===== config.mk =====
export PLATFORM = sky130hd
export DESIGN_NAME = imem_loader
export DESIGN_NICKNAME = d
export VERILOG_FILES = /design/src/rtl/imem_loader_pkg.sv /design/src/rtl/imem_word_assembler.sv /design/src/rtl/imem_loader.sv
export SDC_FILE = /design/constraint.sdc
export NUM_CORES = 1
export LEC_CHECK = 0
export CAP_MARGIN = 5
export CORE_ASPECT_RATIO = 0.5
export CORE_MARGIN = 2
export CORE_UTILIZATION = 48
export CTS_CLUSTER_SIZE = 12
export DETAILED_ROUTE_END_ITERATION = 12
export GPL_ROUTABILITY_DRIVEN = 0
export PLACE_DENSITY_LB_ADDON = 0.2
export SKIP_CTS_REPAIR_TIMING = 1
export SYNTH_ARGS = -nofsm -noshare
export SYNTH_HDL_FRONTEND = slang
export SYNTH_SLANG_ARGS = --single-unit
export TNS_END_PERCENT = 5

===== constraint.sdc =====
create_clock -name clk -period 1.93 [get_ports clk]
set_input_delay 0.193 -clock clk [delete_from_list [all_inputs] [get_ports clk]]
set_output_delay 0.193 -clock clk [all_outputs]
set_load 0.02 [all_outputs]

===== src/rtl/imem_loader_pkg.sv =====
// Shared definitions for the instruction-memory loader: FSM state encoding,
// word geometry and the default memory depth.
package imem_loader_pkg;

   // Bytes assembled into one instruction word.
   localparam int BYTES_PER_WORD = 4;

   // Width of the byte index inside a word.
   localparam int BYTE_IDX_W = $clog2(BYTES_PER_WORD);

   // Default instruction-memory size in 32-bit words.
   localparam int DEFAULT_DEPTH = 64;

   // Loader session states.
   typedef enum logic [2:0] {
      ST_IDLE  = 3'd0,
      ST_LEN   = 3'd1,
      ST_BYTE  = 3'd2,
      ST_WRITE = 3'd3,
      ST_DONE  = 3'd4,
      ST_ERR   = 3'd5
   } state_e;

   // A session length is legal when it is non-zero and fits in the memory.
   function automatic logic len_ok(input logic [7:0] len, input int depth);
      logic [31:0] len_w;
      logic [31:0] depth_w;
      len_w   = {24'd0, len};
      depth_w = depth;
      return (len != 8'd0) && (len_w <= depth_w);
   endfunction

endpackage


===== src/rtl/imem_word_assembler.sv =====
// Little-endian word assembler: each loaded byte enters at the top of a
// shift buffer, so after four loads the first byte sits in bits [7:0].
// The byte index wraps back to zero once a word is complete.
module imem_word_assembler
   import imem_loader_pkg::*;
(
   input  logic        clk,
   input  logic        reset_n,
   input  logic        clear_i,
   input  logic        load_i,
   input  logic [7:0]  data_i,
   output logic [31:0] word_o,
   output logic        full_o
);

   logic [31:0]           buf_q;
   logic [31:0]           buf_d;
   logic [31:0]           shifted;
   logic [BYTE_IDX_W-1:0] byte_idx_q;
   logic [BYTE_IDX_W-1:0] byte_idx_d;

   // Each lane takes the byte from the lane above; the top lane takes the
   // incoming byte.
   genvar gi;
   generate
      for (gi = 0; gi < BYTES_PER_WORD; gi++) begin : g_lane
         if (gi == BYTES_PER_WORD - 1) begin : g_top
            assign shifted[8*gi +: 8] = data_i;
         end else begin : g_mid
            assign shifted[8*gi +: 8] = buf_q[8*(gi+1) +: 8];
         end
      end
   endgenerate

   // Clear has priority over load so an aborted session never keeps a byte.
   always_comb begin
      buf_d      = buf_q;
      byte_idx_d = byte_idx_q;
      if (clear_i) begin
         buf_d      = '0;
         byte_idx_d = '0;
      end else if (load_i) begin
         buf_d      = shifted;
         byte_idx_d = byte_idx_q + 1'b1;
      end
   end

   // Buffer and index registers.
   always_ff @(posedge clk or negedge reset_n) begin
      if (!reset_n) begin
         buf_q      <= '0;
         byte_idx_q <= '0;
      end else begin
         buf_q      <= buf_d;
         byte_idx_q <= byte_idx_d;
      end
   end

   // Full means the next loaded byte completes the word.
   assign full_o = (byte_idx_q == BYTE_IDX_W'(BYTES_PER_WORD - 1));
   assign word_o = buf_q;

endmodule


===== src/rtl/imem_loader.sv =====
// Instruction-memory loader: receives a length byte followed by
// 4*length payload bytes, writes the assembled little-endian words to
// consecutive word addresses and holds the CPU in reset meanwhile.
module imem_loader
   import imem_loader_pkg::*;
#(
   parameter int DEPTH = DEFAULT_DEPTH,
   parameter int AW    = $clog2(DEPTH)
) (
   input  logic          clk,
   input  logic          reset_n,
   input  logic          start,
   input  logic          abort,
   input  logic          in_valid,
   input  logic [7:0]    in_data,
   output logic          in_ready,
   output logic          mem_we,
   output logic [31:0]   mem_addr,
   output logic [31:0]   mem_wd,
   output logic          cpu_hold,
   output logic          done,
   output logic          error,
   output logic [AW:0]   words_written
);

   localparam int CW = AW + 1;

   state_e          state_q;
   state_e          state_d;
   logic [CW-1:0]   words_left_q;
   logic [CW-1:0]   words_left_d;
   logic [AW-1:0]   word_idx_q;
   logic [AW-1:0]   word_idx_d;
   logic [CW-1:0]   words_written_q;
   logic [CW-1:0]   words_written_d;
   logic            error_q;
   logic            error_d;

   logic            asm_clear;
   logic            asm_load;
   logic            asm_full;
   logic [31:0]     asm_word;

   // Ready depends only on state and abort, never on in_valid; an aborting
   // loader does not consume a byte.
   assign in_ready = ((state_q == ST_LEN) || (state_q == ST_BYTE)) && !abort;

   // A new session or an abort discards any partially assembled word.
   assign asm_clear = abort || ((state_q == ST_IDLE) && start);
   assign asm_load  = (state_q == ST_BYTE) && in_ready && in_valid;

   imem_word_assembler u_asm (
      .clk     (clk),
      .reset_n (reset_n),
      .clear_i (asm_clear),
      .load_i  (asm_load),
      .data_i  (in_data),
      .word_o  (asm_word),
      .full_o  (asm_full)
   );

   // Next-state and strobe logic; abort overrides every transition.
   always_comb begin
      state_d         = state_q;
      words_left_d    = words_left_q;
      word_idx_d      = word_idx_q;
      words_written_d = words_written_q;
      error_d         = error_q;
      mem_we          = 1'b0;
      done            = 1'b0;

      if (abort) begin
         state_d = ST_IDLE;
      end else begin
         unique case (state_q)
            ST_IDLE: begin
               if (start) begin
                  state_d         = ST_LEN;
                  error_d         = 1'b0;
                  words_written_d = '0;
                  word_idx_d      = '0;
                  words_left_d    = '0;
               end
            end
            ST_LEN: begin
               if (in_valid) begin
                  if (len_ok(in_data, DEPTH)) begin
                     words_left_d = CW'(in_data);
                     state_d      = ST_BYTE;
                  end else begin
                     state_d = ST_ERR;
                  end
               end
            end
            ST_BYTE: begin
               if (in_valid && asm_full) begin
                  state_d = ST_WRITE;
               end
            end
            ST_WRITE: begin
               mem_we          = 1'b1;
               words_written_d = words_written_q + 1'b1;
               words_left_d    = words_left_q - 1'b1;
               if (words_left_q == CW'(1)) begin
                  // Last word: keep the index in range instead of wrapping.
                  state_d = ST_DONE;
               end else begin
                  word_idx_d = word_idx_q + 1'b1;
                  state_d    = ST_BYTE;
               end
            end
            ST_DONE: begin
               done    = 1'b1;
               state_d = ST_IDLE;
            end
            ST_ERR: begin
               error_d = 1'b1;
               state_d = ST_IDLE;
            end
            default: begin
               state_d = ST_IDLE;
            end
         endcase
      end
   end

   // State and session counters.
   always_ff @(posedge clk or negedge reset_n) begin
      if (!reset_n) begin
         state_q         <= ST_IDLE;
         words_left_q    <= '0;
         word_idx_q      <= '0;
         words_written_q <= '0;
         error_q         <= 1'b0;
      end else begin
         state_q         <= state_d;
         words_left_q    <= words_left_d;
         word_idx_q      <= word_idx_d;
         words_written_q <= words_written_d;
         error_q         <= error_d;
      end
   end

   assign cpu_hold      = (state_q != ST_IDLE);
   assign mem_addr      = {{(32-AW-2){1'b0}}, word_idx_q, 2'b00};
   assign mem_wd        = asm_word;
   assign error         = error_q;
   assign words_written = words_written_q;

endmodule

Word level (Yosys, flattened, before mapping) --
Cells that the tools add are included.
Word-level totals: word-level logic and storage cells 73, input port bits 13, register bits after elaboration 58
Operators by class: bitwise gates (word level) 1, mux-type cells 25, $lt $le $gt $ge 1, equal/unequal tests 14, reduce and logical (&&, ||, !) cells 21, add/sub/neg operators 4
Operators with widths (number):
- 32-bit two-way mux | 2
- 7-bit two-way mux | 3
- 7-bit case mux with 3 select lines | 1
- 3-bit two-way mux | 6
- 7-bit case mux with 2 select lines | 1
- 6-bit two-way mux | 2
- 3-bit case mux with 4 select lines | 1
- 6-bit case mux with 2 select lines | 1
- 3-bit AND reduction | 3
- 8-bit by 7-bit <= comparator with 1-bit output (second input constant) | 1
- 8-bit nonzero test | 1
- 7-bit by 1-bit adder with 7-bit output (second input constant) | 1
- 7-bit by 1-bit == test with 1-bit output (second input constant) | 1
- 7-bit by 1-bit subtractor with 7-bit output (second input constant) | 1
- 6-bit by 1-bit adder with 6-bit output (second input constant) | 1
- 3-bit by 2-bit == test with 1-bit output (second input constant) | 2
- 3-bit == test (second input constant) | 2
- 1-bit logical AND | 6
- 2-bit inequality test (second input constant) | 3
- 3-bit inequality test (second input constant) | 2
- 2-bit nonzero test | 3
- 3-bit nonzero test | 2
- 1-bit two-way mux | 5
- 5-bit AND reduction | 1
- other kinds (12) | 14

Depth between registers and ports, before layout --
Gate-level depths: netlist (run 1).
depth in word-level cells 7, mapped depth 8, gate-level depth less buffers 7

Hierarchy --
From an unflattened synthesis (run 1), not the netlist that was laid out.
Second synthesis, totals: cell total of the unflattened synthesis 311, area total of the unflattened synthesis 3083.0 µm²
Modules (own cells, without submodules):
- imem_loader | cells an instance 200, seq. area each 600.6 µm², times used 1, area each 1664.1 µm²
- imem_word_assembler | cells an instance 111, seq. area each 850.8 µm², times used 1, area each 1418.9 µm²

Least setup slack after synthesis (run 1) --
Ideal clock, no wire load.
path kind register -> register, start register state_q[2], end register word_idx_q[4], arrival 1503 ps, stages on the path, launching flop included 7, library setup time 121 ps, clock period less this slack 1625 ps, required time 1809 ps, setup slack 305 ps, path buffers 1, cell sequence dfrtp_1 > buf_6 > and4bb_2 > a21boi_2 > nand4_1 > xor2_1 > nor2_1
On the way: word-level cells in the longest chain between the ends 3, elaborated cells between the ends (all ways) 7, classes of those cells eq/ne (3); mux (1); reduce/logical (3)
RTL lines:
- from (decl) | line imem_loader.sv:28 | state_e state_q;
- from (signal assigned) | line imem_loader.sv:136 | state_q <= state_d;
- 3-bit by 2-bit == test with 1-bit output / 3-bit logical NOT (equally long branches) | line imem_loader.sv:75 | unique case (state_q)
- 2-bit inequality test (no line) / 2-bit nonzero test (equally long branches)
- 4-bit AND reduction (no line)
- to (signal assigned) | line imem_loader.sv:138 | word_idx_q <= word_idx_d;
- to (decl) | line imem_loader.sv:32 | logic [AW-1:0] word_idx_q;
Several ways; a longest one is shown, not always the timed one. A chain may end at the register's enable or synchronous reset.

Worst setup path after layout (run 1) --
start register state_q[1], end register words_left_q[6]
On the way: word-level cells in the longest chain between the ends 3, elaborated cells between the ends (all ways) 9, classes of those cells eq/ne (5); mux (1); reduce/logical (3)
RTL lines:
- 3-bit by 1-bit == test with 1-bit output (tied with other cells) | line imem_loader.sv:75
- 2-bit by 1-bit inequality test with 1-bit output (no line) (tied with other cells)
- 5-bit AND reduction (no line)
- to (signal assigned) | line imem_loader.sv:137 | words_left_q <= words_left_d;
- to (decl) | line imem_loader.sv:30 | logic [CW-1:0] words_left_q;
Several ways; a longest one is shown, not always the timed one.

==> qor.csv, run 1 <==
stage;metric;value;unit
clock_tree;clock sinks;58;
status;outcome;completed;
logic_synthesis;sequential-to-total area share from yosys stat;46.68;%
clock_tree;worst skew pair latency;320;ps
critical_path;crit path kind;flop to flop;
placement;port buffer count;62;
timing;Max Slew Vio Count;0;
logic_synthesis;main flop type after synthesis;dfrtp_1;
logic_synthesis;Netlist cell types;50;
logic_synthesis;Cells after Synth;340;
timing;slew margin rel.;63.97;%
timing;Setup-failing EPs final;0;
die;Die Ht;60.91;um
logic_synthesis;Seq cells post-synth;58;
critical_path;CP required;2120;ps
routing;DRT Pass-1 Iters;4;
clock_tree;clk slew on worst S/H paths;50;ps
routing;via count;2605;
timing;RSZ-0062 raised after global routing;no;
timing;skew final;4.526;ps
routing;post-route ant nets;0;
final_layout;layout cells sized above 1;13.13;%
final_layout;Design Area, Final;4099;um^2
global_route;Total GRT Usage;20.95;%
final_layout;Area Overhead vs Synth;31.83;%
clock_tree;H-Tree Depth;3;
final_layout;ant diodes;0;
routing;drt first-iter violations;190;
logic_synthesis;ys async rst share;100.0;%
clock_tree;clock root buffer;clkbuf_16;
final_layout;number of nets in the layout;432;
critical_path;startpoint types;flop;
global_route;largest net degree at the start of global routing;35;
hold_path;Hold/Removal Path Class;input pin to async pin;
routing;DRT Wirelength;6970;um
global_route;first-pass GRT wire length;11810;um
power;Leak Pwr;1.828;nW
critical_path;reg2reg setup slack;150;ps
logic_synthesis;Post-Syn Area;3109;um^2
timing;Worst-Margin Slew;540.5;ps
run;Max-Cap Viols;0;
clock_tree;largest buffer count on any clock path;2;
die;starting density of the core;50.51;%
routing;DRC viols;0;
global_route;vias in the first global route;2452;
timing;Worst Hold Slack;390.7;ps
global_route;GRT overflow;0;
critical_path;maximum fanout along the worst path;14;
timing;Final Cycle Share;92.39;%
clock_tree;CTS Buf Count;9;
global_route;antenna violations before repair;0;
timing;Hold Fails Final Rpt;0;
die;Die X-Extent;117.8;um
placement;Final HPWL DP;4866;um
critical_path;Crit. End Element;flop;
die;row cnt;20;
routing;vias per inst;5.138;
timing;crit path time final;1783;ps
routing;detail-routed net length per standard cell;13.75;um
logic_synthesis;Yosys warning total;0;
placement;placed cell area;3799;um^2
clock_tree;CTS tree;built;
logic_synthesis;Syn Area/Cell;9.145;um^2
die;Die ar.;7176;um^2
power;Power Density;892.8;nW/um^2
die;io pins;89;
final_layout;most frequent cells in the layout;nand2_1, dfrtp_1, clkdlybuf4s50_1;
die;core area;6156;um^2
power;worst vdd ir;0.3579;mV
logic_synthesis;Post-synth EDFFs;0;
final_layout;commonest non-fill, non-tap cell in the layout;nand2_1;
final_layout;fill cell total of the finished layout;502;
critical_path;CP Data Arrival Time;1970;ps
timing;Max Fclk;0.5608;GHz
worst paths after layout:
path / start / to / depth (start not counted)
worst max-delay path: state_q[1] / words_left_q[6] / 5
worst min-delay path: reset_n / words_written[6] / 2
worst max register to register: state_q[1] / words_left_q[6] / 5
worst min register to register: u_asm.word_o[6] / u_asm.word_o[6] / 2
max in group asynchronous: reset_n / u_asm.word_o[14] / 3
min in group clk: u_asm.word_o[6] / u_asm.word_o[6] / 2
state kept, by name, summed over array words and instances (netlist names):
| name | count |
|---|---|
| word_idx_q | 6 |
| words_written | 7 |
| words_left_q | 7 |
| state_q | 3 |
| error | 1 |
| u_asm.byte_idx_q | 2 |
| u_asm.word_o | 32 |
power by group:
group          leakage, nW  internal (mW)  switching, mW  total (mW)
Combinational        0.892          0.336          0.497       0.832
Clock                0.131          0.895          0.541        1.44
Sequential           0.804           1.29          0.102        1.39
Total                 1.83           2.52           1.14        3.66
cells in the mapped netlist (4+ instances only):
master / n / area (um^2)
inv_1: 5 / 18.77
buf_4: 31 / 232.7
o21ai_1: 5 / 25.02
buf_2: 8 / 40.04
nand2_1: 74 / 277.8
ha_1: 5 / 62.56
xor2_1: 8 / 70.07
dfrtp_1: 58 / 1451
nor2_1: 22 / 82.58
o21ai_0: 16 / 80.08
clkbuf_1: 4 / 15.01
a21oi_1: 40 / 200.2
nand4_1: 6 / 37.54
nor3_1: 6 / 30.03
layer usage:
metal,track usage [%],wire [um]
met3,5.263,373
met4,7.229,19
met1,26.97,3264
met5,0,0
met2,35.80,3312
final cells by class:
type	count	area [um^2]	share of cell area (%)
inverters	5	18.77	0.4579
multi-input cells	256	1426	34.80
repair buffers	84	818.3	19.96
well taps	88	110.1	2.686
flip-flops and latches	58	1453	35.44
clock buffers	11	242.7	5.922
clock inverters	5	30.03	0.7326
worst max-delay path: stages, from the launching register on:
cell     delay (ps)
dfrtp_2         510
or3b_4          470
a21oi_4         230
o21ai_0         130
o21ai_0         200
o21ai_1         110
cell families after synthesis:
logic type / Yosys count / synth area share, %
other: 1 / 0.1206
flip-flops: 58 / 46.68
buffers and inverters: 51 / 10.95
AND/OR/NAND/NOR: 136 / 21.61
XOR/XNOR: 10 / 2.817
multiplexers: 3 / 1.006
adder cells (fa/ha/maj): 5 / 2.012
AO/OA/AOI/OAI: 76 / 14.81
metrics by stage:
stage	power, mW	utilization (%)	cells	setup TNS (ps)	setup slack (ps)
after floorplan	1.991	-	365	0	305.4
after global placement	2.193	61.71	490	0	46.76
after detailed placement	2.227	61.71	490	-14.26	-14.26
after CTS	3.689	66.14	506	-579.0	-225.8
after global routing	3.858	66.59	507	0	19.76
final	3.660	66.59	507	0	146.9
Power figures use the tool's default switching activity.
==> run 2: changes to the inputs <==
- CELL_PAD_IN_SITES_DETAIL_PLACEMENT: default -> 0
- CELL_PAD_IN_SITES_GLOBAL_PLACEMENT: default -> 2
- CORE_UTILIZATION: 48 -> 28
==> qor.csv, run 2 (synthesized netlist as in run 1, its figures left out) <==
stage;metric;value;unit
status;outcome;completed;
timing;Max Slew Vio Count;0;
power;P_sw;1.141;mW
final_layout;Design Area, Final;4223;um^2
global_route;Total GRT Usage;13.32;%
timing;Final Cycle Share;89.39;%
die;Die Ht;78.52;um
routing;drt first-iter violations;171;
die;Die ar.;12010;um^2
power;logic gate share of total power;21.8;%
die;core area;10910;um^2
power;switching share of power;29.99;%
power;Clk pwr share;41.3;%
clock_tree;largest buffer count on any clock path;2;
final_layout;final std cells w/o fill;565;
routing;via count;2552;
critical_path;CP Data Arrival Time;1920;ps
placement;port buffer count;62;
run;Max-Cap Viols;0;
die;Die X-Extent;153.0;um
timing;skew final;4.980;ps
final_layout;number of nets in the layout;433;
critical_path;crit-path max cell delay;590;ps
final_layout;layout cells sized above 1;13.10;%
placement;dpl cells;548;
routing;DRT Pass-1 Iters;4;
power;Leak Pwr;1.853;nW
timing;Setup-failing EPs final;0;
global_route;largest net degree at the start of global routing;59;
clock_tree;H-Tree Depth;3;
global_route;antenna violations before repair;0;
final_layout;Area Overhead vs Synth;35.81;%
die;row cnt;27;
placement;Final HPWL DP;5304;um
critical_path;crit-path cells;inv_1, or4b_1, buf_12, nand2_1, a21oi_1;
critical_path;crit path kind;flop to flop;
final_layout;ant diodes;0;
critical_path;CP max stage cell;or4b_1;
critical_path;startpoint types;flop;
clock_tree;worst skew pair latency;320;ps
routing;DRC viols;0;
die;io pins;89;
power;Power Density;901.4;nW/um^2
final_layout;commonest non-fill, non-tap cell in the layout;nand2_1;
clock_tree;clock sinks;58;
critical_path;maximum fanout along the worst path;33;
timing;Worst-Margin Slew;524.2;ps
final_layout;max FFs per register;32;
clock_tree;clock root buffer;clkbuf_16;
critical_path;Crit. End Element;flop;
global_route;vias in the first global route;2493;
clock_tree;CTS Buf Count;9;
final_layout;fill cell total of the finished layout;1111;
clock_tree;clk slew on worst S/H paths;50;ps
timing;Hold Fails Final Rpt;0;
power;Seq pwr share;37.0;%
global_route;first-pass GRT wire length;12670;um
critical_path;delay-heaviest family, CP;simple AND/OR/NAND/NOR gates;
global_route;GRT overflow;0;
timing;Max Fclk;0.5796;GHz
critical_path;Buf/Inv on CP;2;
hold_path;Hold/Removal Path Class;input pin to async pin;
critical_path;CP required;2130;ps
routing;vias per inst;4.517;
routing;DRT Wirelength;7643;um
timing;crit path time final;1725;ps
routing;post-route ant nets;0;
routing;detail-routed net length per standard cell;13.53;um
power;worst vdd ir;0.3732;mV
clock_tree;CTS tree;built;
timing;Worst Hold Slack;413.0;ps
power;Int Pwr;2.665;mW
timing;slew margin rel.;64.73;%
placement;placed cell area;3902;um^2
die;starting density of the core;28.49;%
final_layout;most frequent cells in the layout;nand2_1, clkdlybuf4s50_1, dfrtp_1;
timing;RSZ-0062 raised after global routing;no;
[run 2: worst register-to-register path, cell delays in order, from the launching register on]
cell and delay, ps:
dfrtp_2 520, inv_1 150, or4b_1 590, buf_12 200, nand2_1 80, a21oi_1 70
[run 2: cell type report]
class	instances	area (um^2)	share of cell area [%]
repair buffers	85	850.8	20.15
flip-flops and latches	58	1454	34.43
clock buffers	12	246.5	5.837
multi-input cells	256	1420	33.63
clock inverters	4	51.30	1.215
well taps	145	181.4	4.296
inverters	5	18.77	0.4444
[run 2: through the flow]
step	total power [mW]	TNS (ps)	util (%)	setup WS (ps)
after global placement	2.243	0	35.76	20.27
after detailed placement	2.258	-36.40	35.76	-19.33
after global routing	4.032	0	38.70	81.91
after floorplan	1.991	0	-	305.4
final	3.806	0	38.70	204.7
after CTS	3.867	-385.5	38.49	-195.5
[run 2: power by group through the flow]
| stage | combinational [mW] | sequential, mW | clock [mW] |
|---|---|---|---|
| after detailed placement | 0.836 | 1.42 | 0 |
| after floorplan | 0.621 | 1.37 | 0 |
| after global routing | 0.916 | 1.42 | 1.69 |
| after global placement | 0.828 | 1.42 | 0 |
| final | 0.829 | 1.41 | 1.57 |
| after CTS | 0.840 | 1.40 | 1.62 |
[run 2: final timing paths]
path / to / slack [ps] / depth (start not counted) / start
min in group clk: u_asm.word_o[2] / 520 / 2 / u_asm.word_o[2]
worst min-delay path: words_left_q[0] / 410 / 3 / reset_n
worst min register to register: u_asm.word_o[2] / 520 / 2 / u_asm.word_o[2]
worst max-delay path: u_asm.word_o[28] / 200 / 5 / state_q[1]
max in group asynchronous: state_q[0] / 1230 / 3 / reset_n
worst max register to register: u_asm.word_o[28] / 200 / 5 / state_q[1]
[run 2: metal layers]
metal  up-vias  wire (um)  GRT usage [%]
li1       1250          -              -
met1      1219       3870          17.87
met2        75       3265          20.67
met3         8        418          4.197
met4         0         88          3.889
met5         -          0              0
